$ cat src/rtl/md_sched.sv
// ---------------------------------------------------------------------------
// md_sched : multiply/divide sequencer for the EX stage of the MIPS pipeline.
//
// Runs MULT/MULTU/DIV/DIVU iteratively on operand magnitudes, applies the
// sign fix-up in a final FIX cycle and owns the architectural HI/LO
// registers. MTHI/MTLO write HI/LO in a single edge without going busy.
// A combinational stall request holds any HI/LO-using instruction in ID
// while the unit is (or is about to become) busy.
//
// Optional feature macro: MD_SCHED_FAST_MUL_EN
//   defined   : MULT/MULTU use a combinational multiplier (IDLE -> FIX).
//   undefined : MULT/MULTU use the iterative shift-add path.
//
// Ports:
//   clk         - clock, rising-edge active
//   rst_n       - asynchronous active-low reset
//   md_start    - EX-stage instruction is a mul/div/mthi/mtlo op
//   md_op       - 0 MULT, 1 MULTU, 2 DIV, 3 DIVU, 4 MTHI, 5 MTLO (6/7 ignored)
//   rs_val      - dividend / multiplicand / MTHI-MTLO source
//   rt_val      - divisor / multiplier
//   id_use_hilo - ID-stage instruction touches HI/LO
//   busy        - arithmetic operation in progress (RUN or FIX)
//   stall       - freeze PC and IF/ID, bubble into ID/EX
//   hi, lo      - HI / LO registers
// ---------------------------------------------------------------------------
module md_sched #(
    parameter int ITER_CYCLES = 32
) (
    input  logic        clk,
    input  logic        rst_n,
    input  logic        md_start,
    input  logic [2:0]  md_op,
    input  logic [31:0] rs_val,
    input  logic [31:0] rt_val,
    input  logic        id_use_hilo,
    output logic        busy,
    output logic        stall,
    output logic [31:0] hi,
    output logic [31:0] lo
);

    localparam int CW = (ITER_CYCLES > 1) ? $clog2(ITER_CYCLES) : 1;
    localparam logic [CW-1:0] CNT_LAST = CW'(ITER_CYCLES - 1);

    localparam logic [1:0] IDLE = 2'd0;
    localparam logic [1:0] RUN  = 2'd1;
    localparam logic [1:0] FIX  = 2'd2;

    // Two's-complement negation when neg is set.
    function automatic logic [63:0] cond_neg64(input logic [63:0] v, input logic neg);
        return neg ? (64'd0 - v) : v;
    endfunction

    function automatic logic [31:0] cond_neg32(input logic [31:0] v, input logic neg);
        return neg ? (32'd0 - v) : v;
    endfunction

    logic [1:0]    state_r,    state_s;
    logic [CW-1:0] cnt_r,      cnt_s;
    // Multiply: [63:32] partial sum, [31:0] remaining multiplier bits.
    // Divide:   [63:32] partial remainder, [31:0] dividend shifting into quotient.
    logic [63:0]   acc_r,      acc_s;
    logic [31:0]   opnd_r,     opnd_s;     // multiplicand or divisor magnitude
    logic          op_div_r,   op_div_s;
    logic          neg_res_r,  neg_res_s;  // product / quotient sign
    logic          neg_rem_r,  neg_rem_s;  // remainder sign (dividend sign)
    logic          div_zero_r, div_zero_s;
    logic [31:0]   hi_r,       hi_s;
    logic [31:0]   lo_r,       lo_s;
    logic          busy_r,     busy_s;

    logic          is_arith_s;
    logic          is_signed_s;
    logic          is_div_op_s;
    logic [31:0]   abs_rs_s;
    logic [31:0]   abs_rt_s;
    logic [32:0]   mul_add_s;
    logic [63:0]   mul_step_s;
    logic [32:0]   rem_sh_s;
    logic [32:0]   diff_s;
    logic [63:0]   div_step_s;
    logic [63:0]   mul_fix_s;
    logic [31:0]   quo_fix_s;
    logic [31:0]   rem_fix_s;
`ifdef MD_SCHED_FAST_MUL_EN
    logic [63:0]   fast_prod_s;
`endif

    assign is_arith_s  = md_start & ~md_op[2];
    assign is_signed_s = ~md_op[0];
    assign is_div_op_s = md_op[1];
    assign abs_rs_s    = cond_neg32(rs_val, is_signed_s & rs_val[31]);
    assign abs_rt_s    = cond_neg32(rt_val, is_signed_s & rt_val[31]);

    // Shift-add: add multiplicand to the upper half when the current
    // multiplier LSB is set, then shift the whole accumulator right.
    assign mul_add_s  = {1'b0, acc_r[63:32]} + {1'b0, (acc_r[0] ? opnd_r : 32'd0)};
    assign mul_step_s = {mul_add_s, acc_r[31:1]};

    // Restoring divide: bring in the next dividend bit, trial-subtract,
    // keep the difference only if it did not go negative.
    assign rem_sh_s   = {acc_r[63:32], acc_r[31]};
    assign diff_s     = rem_sh_s - {1'b0, opnd_r};
    assign div_step_s = diff_s[32] ? {rem_sh_s[31:0], acc_r[30:0], 1'b0}
                                   : {diff_s[31:0],   acc_r[30:0], 1'b1};

    assign mul_fix_s = cond_neg64(acc_r, neg_res_r);
    assign quo_fix_s = cond_neg32(acc_r[31:0], neg_res_r);
    assign rem_fix_s = cond_neg32(acc_r[63:32], neg_rem_r);

`ifdef MD_SCHED_FAST_MUL_EN
    assign fast_prod_s = {32'd0, abs_rs_s} * {32'd0, abs_rt_s};
`endif

    // Next-state and datapath update logic for the sequencer.
    always_comb begin
        state_s    = state_r;
        cnt_s      = cnt_r;
        acc_s      = acc_r;
        opnd_s     = opnd_r;
        op_div_s   = op_div_r;
        neg_res_s  = neg_res_r;
        neg_rem_s  = neg_rem_r;
        div_zero_s = div_zero_r;
        hi_s       = hi_r;
        lo_s       = lo_r;
        case (state_r)
            IDLE: begin
                if (is_arith_s) begin
                    cnt_s      = '0;
                    op_div_s   = is_div_op_s;
                    neg_res_s  = is_signed_s & (rs_val[31] ^ rt_val[31]);
                    neg_rem_s  = is_signed_s & is_div_op_s & rs_val[31];
                    div_zero_s = is_div_op_s & (rt_val == 32'd0);
                    if (is_div_op_s) begin
                        opnd_s  = abs_rt_s;
                        acc_s   = {32'd0, abs_rs_s};
                        state_s = RUN;
                    end else begin
`ifdef MD_SCHED_FAST_MUL_EN
                        opnd_s  = abs_rs_s;
                        acc_s   = fast_prod_s;
                        state_s = FIX;
`else
                        opnd_s  = abs_rs_s;
                        acc_s   = {32'd0, abs_rt_s};
                        state_s = RUN;
`endif
                    end
                end else if (md_start && (md_op == 3'd4)) begin
                    hi_s = rs_val;
                end else if (md_start && (md_op == 3'd5)) begin
                    lo_s = rs_val;
                end else begin
                    state_s = IDLE;
                end
            end
            RUN: begin
                acc_s = op_div_r ? div_step_s : mul_step_s;
                if (cnt_r == CNT_LAST) begin
                    cnt_s   = '0;
                    state_s = FIX;
                end else begin
                    cnt_s = cnt_r + CW'(1);
                end
            end
            FIX: begin
                if (op_div_r) begin
                    hi_s = rem_fix_s;
                    lo_s = div_zero_r ? 32'hFFFF_FFFF : quo_fix_s;
                end else begin
                    hi_s = mul_fix_s[63:32];
                    lo_s = mul_fix_s[31:0];
                end
                state_s = IDLE;
            end
            default: begin
                state_s = IDLE;
                cnt_s   = '0;
            end
        endcase
        busy_s = (state_s != IDLE);
    end

    // Sequencer state and HI/LO registers; reset aborts any operation.
    always_ff @(posedge clk or negedge rst_n) begin
        if (!rst_n) begin
            state_r    <= IDLE;
            cnt_r      <= '0;
            acc_r      <= 64'd0;
            opnd_r     <= 32'd0;
            op_div_r   <= 1'b0;
            neg_res_r  <= 1'b0;
            neg_rem_r  <= 1'b0;
            div_zero_r <= 1'b0;
            hi_r       <= 32'd0;
            lo_r       <= 32'd0;
            busy_r     <= 1'b0;
        end else begin
            state_r    <= state_s;
            cnt_r      <= cnt_s;
            acc_r      <= acc_s;
            opnd_r     <= opnd_s;
            op_div_r   <= op_div_s;
            neg_res_r  <= neg_res_s;
            neg_rem_r  <= neg_rem_s;
            div_zero_r <= div_zero_s;
            hi_r       <= hi_s;
            lo_r       <= lo_s;
            busy_r     <= busy_s;
        end
    end

    // Stall also covers the start cycle itself, before busy rises.
    assign stall = id_use_hilo & (busy_r | is_arith_s);
    assign busy  = busy_r;
    assign hi    = hi_r;
    assign lo    = lo_r;

endmodule
$ cat config.mk
export PLATFORM = sky130hd
export DESIGN_NAME = md_sched
export DESIGN_NICKNAME = d
export VERILOG_FILES = /design/src/rtl/md_sched.sv
export SDC_FILE = /design/constraint.sdc
export NUM_CORES = 1
export LEC_CHECK = 0
export BUFFER_PORTS_ARGS = -buffer_cell sky130_fd_sc_hd__buf_2
export CORE_AREA = 2 2 159 161
export CTS_CLUSTER_DIAMETER = 50
export CTS_CLUSTER_SIZE = 14
export DETAILED_ROUTE_END_ITERATION = 10
export DIE_AREA = 0 0 161 163
export PLACE_DENSITY = 0.78
export SLEW_MARGIN = 20
export SYNTH_ARGS = -nofsm -noshare
export SYNTH_HDL_FRONTEND = slang
export SYNTH_SLANG_ARGS = --single-unit
$ cat constraint.sdc
create_clock -name clk -period 4.7 [get_ports clk]
set_clock_uncertainty 0.15 [all_clocks]
set_input_delay 0.47 -clock clk [delete_from_list [all_inputs] [get_ports clk]]
set_output_delay 0.47 -clock clk [all_outputs]
set_load 0.05 [all_outputs]
---- Yosys cells after proc, flatten, opt, wreduce, memory -nomap -nowiden ----
Index checks and enable logic that the tools add are counted.
storage, ports and cells
  logic and storage cells ................. 84
  register bits after elaboration ......... 172
  bits of input ports ..................... 71
  output and inout port bits .............. 66
cells by class
  add/subtract/negate cells ............... 8
  equality and inequality tests ........... 10
  reductions and logical operators ........ 12
  mux-type cells .......................... 30
  bitwise logic cells ..................... 13
operator list
  kind                   number
  $mux 32                15
  $mux 64                4
  $pmux 32 s2            2
  $pmux 64 s2            1
  $sub 1x32->32 const A  4
  $sub 1x64->64 const A  1
  $add 32x32->33         1
  $sub 33x32->33         1
  $logic_not 32->1       1
  $pmux 5 s3             1
  $mux 5                 2
  $ne 2x2->1 const B     5
  $and 1x1->1            8
  $mux 2                 4
  $eq 3x3->1 const B     2
  $reduce_and 2->1       3
  $reduce_bool 2->1      3
  $add 5x1->5 const B    1
  $eq 5x5->1 const B     1
  $pmux 2 s2             1
  $reduce_and 4->1       1
  $not 1->1              3
  $reduce_and 3->1       1
  $eq 2x1->1 const B     1
  other kinds (5)        6

---- Depth between registers and ports, before layout ----
  word-level depth ........................ 7
  gate-level depth with buffers ........... 15
  gate-level depth less buffers ........... 14

---- Worst setup path after synthesis ----
No wires, ideal clock.
  path type ............................... register to register
  start point ............................. register acc_r[31]
  end point ............................... register acc_r[39]
  buffers on the path ..................... 1
  data required time ...................... 4,404 ps
  period minus slack after synthesis ...... 3,642 ps
  arrival ................................. 3,346 ps
  slack ................................... 1,058 ps
  library setup time ...................... 146 ps
  stages on the path, launching flop included .. 15
  path through ............................ dfrtp_1 inv_1 ha_1 fa_1 and2b_1 o2111ai_1 a31oi_2 a21oi_1 o211a_1 or3_1 a211oi_2 buf_4 mux2_2 nand2_1 o311ai_0
between the ends
  longest elaborated chain between the ends .. 4
RTL lines
  item                    RTL line  source
  from (decl)             62        logic [63:0] acc_r, acc_s;
  from (signal assigned)  202       acc_r <= acc_s;
  $sub 33x32->33          103       assign diff_s = rem_sh_s - {1'b0, opnd_r};
  $mux 64                 104       assign div_step_s = diff_s[32] ? {rem_sh_s[31:0], acc_r[30:0], 1'b0}
  $mux 64                 159       acc_s = op_div_r ? div_step_s : mul_step_s;
  $pmux 64 s2             127       case (state_r)
No other way between the ends.
A chain may end at the register's enable or synchronous reset.

---- Worst setup path in the final report ----
  start point ............................. register acc_r[31]
  end point ............................... register acc_r[58]
Same word-level chain as after synthesis.

==> results.cfg <==
[run_status]
run_status = finished with violations
violations = negative hold slack

[route]
first_iter_violations = 1684
ant_nets = 0
drc = 0
routedWlPerCell_um = 22.4
first_pass_iters = 6
avgViaCountPerCell = 6.58
num_vias = 14900
drt-total-wl_mm = 50.8

[sta]
max_slew_margin_pct = 25.2
max_freq_ghz = 0.233
hold_viol = 7
setup-violations-final = 0
hold_ws_ns = -0.0179
fin_crit_sh_pct = 91.4
tightest_slew_ns = 1.12
drv_slew = 0
rsz0062_at_grt = false
fin_ws_ns = 0.404
setup_tns_ns = 0
period_minus_slack_ns = 4.30

[layout]
drive_gt1_share_pct = 13.0
area_growth_pct = 10.2
nets = 2066
utilization_pct = 65.8
register_area_um2 = 4310
diodes = 0
final_area_um2 = 16200
fin_cells = 2266
multi_input_area_um2 = 9750
fillers = 2220

[clocking]
path_clk_slew_ns = 0.08
cts_max_level = 4
clk_latency_ns = 0.45
cts_hold_buf = 0
ctsRootBufferMaster = clkbuf_16
cts_tree = yes
cts_buffers = 17
cts_resized = 0
post-cts-setup-buffer-count = 0
clk_path_buf_depth = 2
cts.sinks = 172

[power]
clkPwrFrac_pct = 10.2
peakVddDrop_mv = 0.501
leakage_nw = 7.09
internal-power_w = 0.00651
swShare_pct = 53.3
power.switching_w = 0.00743
pwr-share-seq_pct = 22.3
combPwrFrac_pct = 67.4
p_per_area_nw_per_um2 = 859

[setup_path]
r2r-end = acc_r[58]
cp_max_fo = 12
crit_chain = inv_1 > ha_1 > fa_1 > and2b_1 > o2111ai_1 > a31oi_2 > a21oi_1 > o211a_1 > or3_1 > a211oi_4 > buf_4 > buf_4 > o211ai_1 > a32o_1
reg2reg_slack_ns = 0.40
cp_slowest_cell = dfrtp_1
slowest_delay_ns = 0.46
critical_path_class = flip-flop to flip-flop
critPathLaunchType = flip-flop
r2r_start = acc_r[31]
crit_family = compound AO/OA/AOI/OAI gates
crit_path_frequent_cell = buf_4
worstPathRequired_ns = 4.89
r2r.worst_path.cells = 14
critical_path_arrival_ns = 4.49
end_kind = flip-flop
worst-path-buf-inv = 3

[synth]
synth_top_family_by_area = compound AO/OA/AOI/OAI gates
ys_seq_elements = 172
synth_mux_area_share_pct = 4.17
syn-num-nets = 1998
synth_area_leaders = dfrtp_1, o21ai_0, xnor2_1, ha_1, a21oi_1
syn-mean-instance-area_um2 = 7.94
synth-compound-area-share_pct = 27.4
netlist_area_um2 = 14700
yosys.area_share.adder_pct = 6.22
synth_xor_area_share_pct = 9.99
ys_warn_count = 0
synth_flop_cell = dfrtp_1
ys_seq_area_share_pct = 29.2
syn_inst = 1855
synth_edf_count = 0
yosysTopAreaCell = dfrtp_1
synth.distinct_cells = 86
async_flop_share_pct = 100
synth_simple_gate_area_share_pct = 18.2
yosysTopAreaCellShare_pct = 29.2

[die]
rows = 58
core_area_um2 = 24700
initial_core_util_pct = 59.7
die_x_um = 161
die_y_um = 163
ios = 137
die-area_um2 = 26200

[placed_design]
place.gp.congestion = 0.967
dp_cells = 2234
io_buffers = 136
hpwl_mm = 38.9
placed_area_um2 = 15600
preCtsSetupSlack_ns = 0.458

[worst_hold_path]
hold_class = input port to async pin

[global_route]
grt_max_degree = 114
grt-ovfl-total = 0
grt_pass1_vias = 13400
grt_pass1_wl_mm = 77.5
antenna_found_initial = 0
track_usage_pct = 38.4

[job]
drv_cap = 0
power by group through the flow:
| stage | combinational, W | sequential [W] | clock [W] |
|---|---|---|---|
| 6_report | 0.00940 | 0.00311 | 0.00143 |
| 5_1_grt | 0.0102 | 0.00318 | 0.00150 |
| 4_1_cts | 0.00924 | 0.00306 | 0.00143 |
| 3_5_place_dp | 0.00919 | 0.00309 | 0 |
| 3_3_place_gp | 0.00905 | 0.00306 | 0 |
| 2_1_floorplan | 0.00619 | 0.00362 | 0 |
metal layers:
layer	part of all wire, %	vias up	global-route usage, %
met5	0	-	0
met4	5.1	0	18.1
met3	11	125	8.45
met2	42	864	56.1
met1	42	7028	54.3
li1	-	6904	-
how the worst max path moves through the flow:
| stage | startpoint | endpoint | slack, ns | cells after the start |
|---|---|---|---|---|
| detailed placement | acc_r[31] | acc_r[58] | 0.46 | 14 |
| CTS | acc_r[31] | acc_r[58] | 0.46 | 14 |
| finish | acc_r[31] | acc_r[58] | 0.40 | 14 |
| global route | acc_r[31] | acc_r[61] | 0.13 | 14 |
| global placement | acc_r[31] | acc_r[58] | 0.59 | 14 |
| floorplan | acc_r[31] | acc_r[39] | 1.06 | 14 |
final cells by class:
| class | count | share of cell area (%) |
|---|---|---|
| tap | 330 | 2.54 |
| timing repair buffer | 171 | 5.94 |
| clock inverter | 12 | 0.717 |
| clock buffer | 20 | 2.87 |
| inverter | 58 | 1.34 |
| multi-input combinational | 1503 | 60.1 |
| sequential | 172 | 26.5 |
flip-flops by register name, indices dropped and copies added, names as in the netlist:
name	cells
acc_r	64
hi	32
lo	32
opnd_r	32
cnt_r	5
state_r	2
busy	1
div_zero_r	1
neg_rem_r	1
neg_res_r	1
op_div_r	1
stage by stage:
stage | hold slack [ns] | power [W]
2_1_floorplan | 0.0244 | 0.00981
5_1_grt | 0.0669 | 0.0149
3_5_place_dp | 0.316 | 0.0123
4_1_cts | 0.0912 | 0.0137
6_report | -0.0179 | 0.0139
3_3_place_gp | 0.306 | 0.0121
worst register-to-register path, delay by kind of cell (launching register included):
kind / cells / cell delay, ns
AOI/OAI and AO/OA: 7 / 1.65
and+or+nand+nor: 2 / 0.69
adders and majority gates: 2 / 0.65
buffers and inverters: 3 / 0.59
DFF: 1 / 0.46
logic make-up (layout without fill, tap and decap cells):
family | count (synthesis) | count (layout)
buffers and inverters | 180 | 261
multiplexers | 60 | 60
XOR/XNOR | 168 | 168
adder cells (fa/ha/maj) | 72 | 72
AO/OA/AOI/OAI | 642 | 642
flip-flops | 172 | 172
AND/OR/NAND/NOR | 561 | 561
cell usage in the layout, fill, tap and decap left out, drive strengths merged, types with 25 or more instances in the layout:
cell,instances
o21ai,203
nand2,174
dfrtp,172
buf,170
nor2,161
a21oi,140
xnor2,107
ha,70
inv,68
a211oi,65
xor2,61
mux2i,49
nor3,46
a21o,42
o22ai,39
or3,25
cell usage after synthesis (all sizes together), types with 8 or more instances:
library cell and n:
mux2 11, mux2i 49, a21oi 140, a22oi 22, or3 25, or4 14, xnor2 107, or2 10
a31oi 17, nand3 22, o41ai 10, ha 70, inv 58, nand4 13, and2 8, nand2b 22
o21a 14, clkbuf 105, nor4 13, o22ai 39, xor2 61, a21o 42, buf 17, o31ai 21
nand2 174, a211oi 65, nor3 46, and3 19, nor2 161, nor2b 19, o211ai 17, o21ai 203
dfrtp 172
Note: power is estimated with default switching activity, not from simulation.
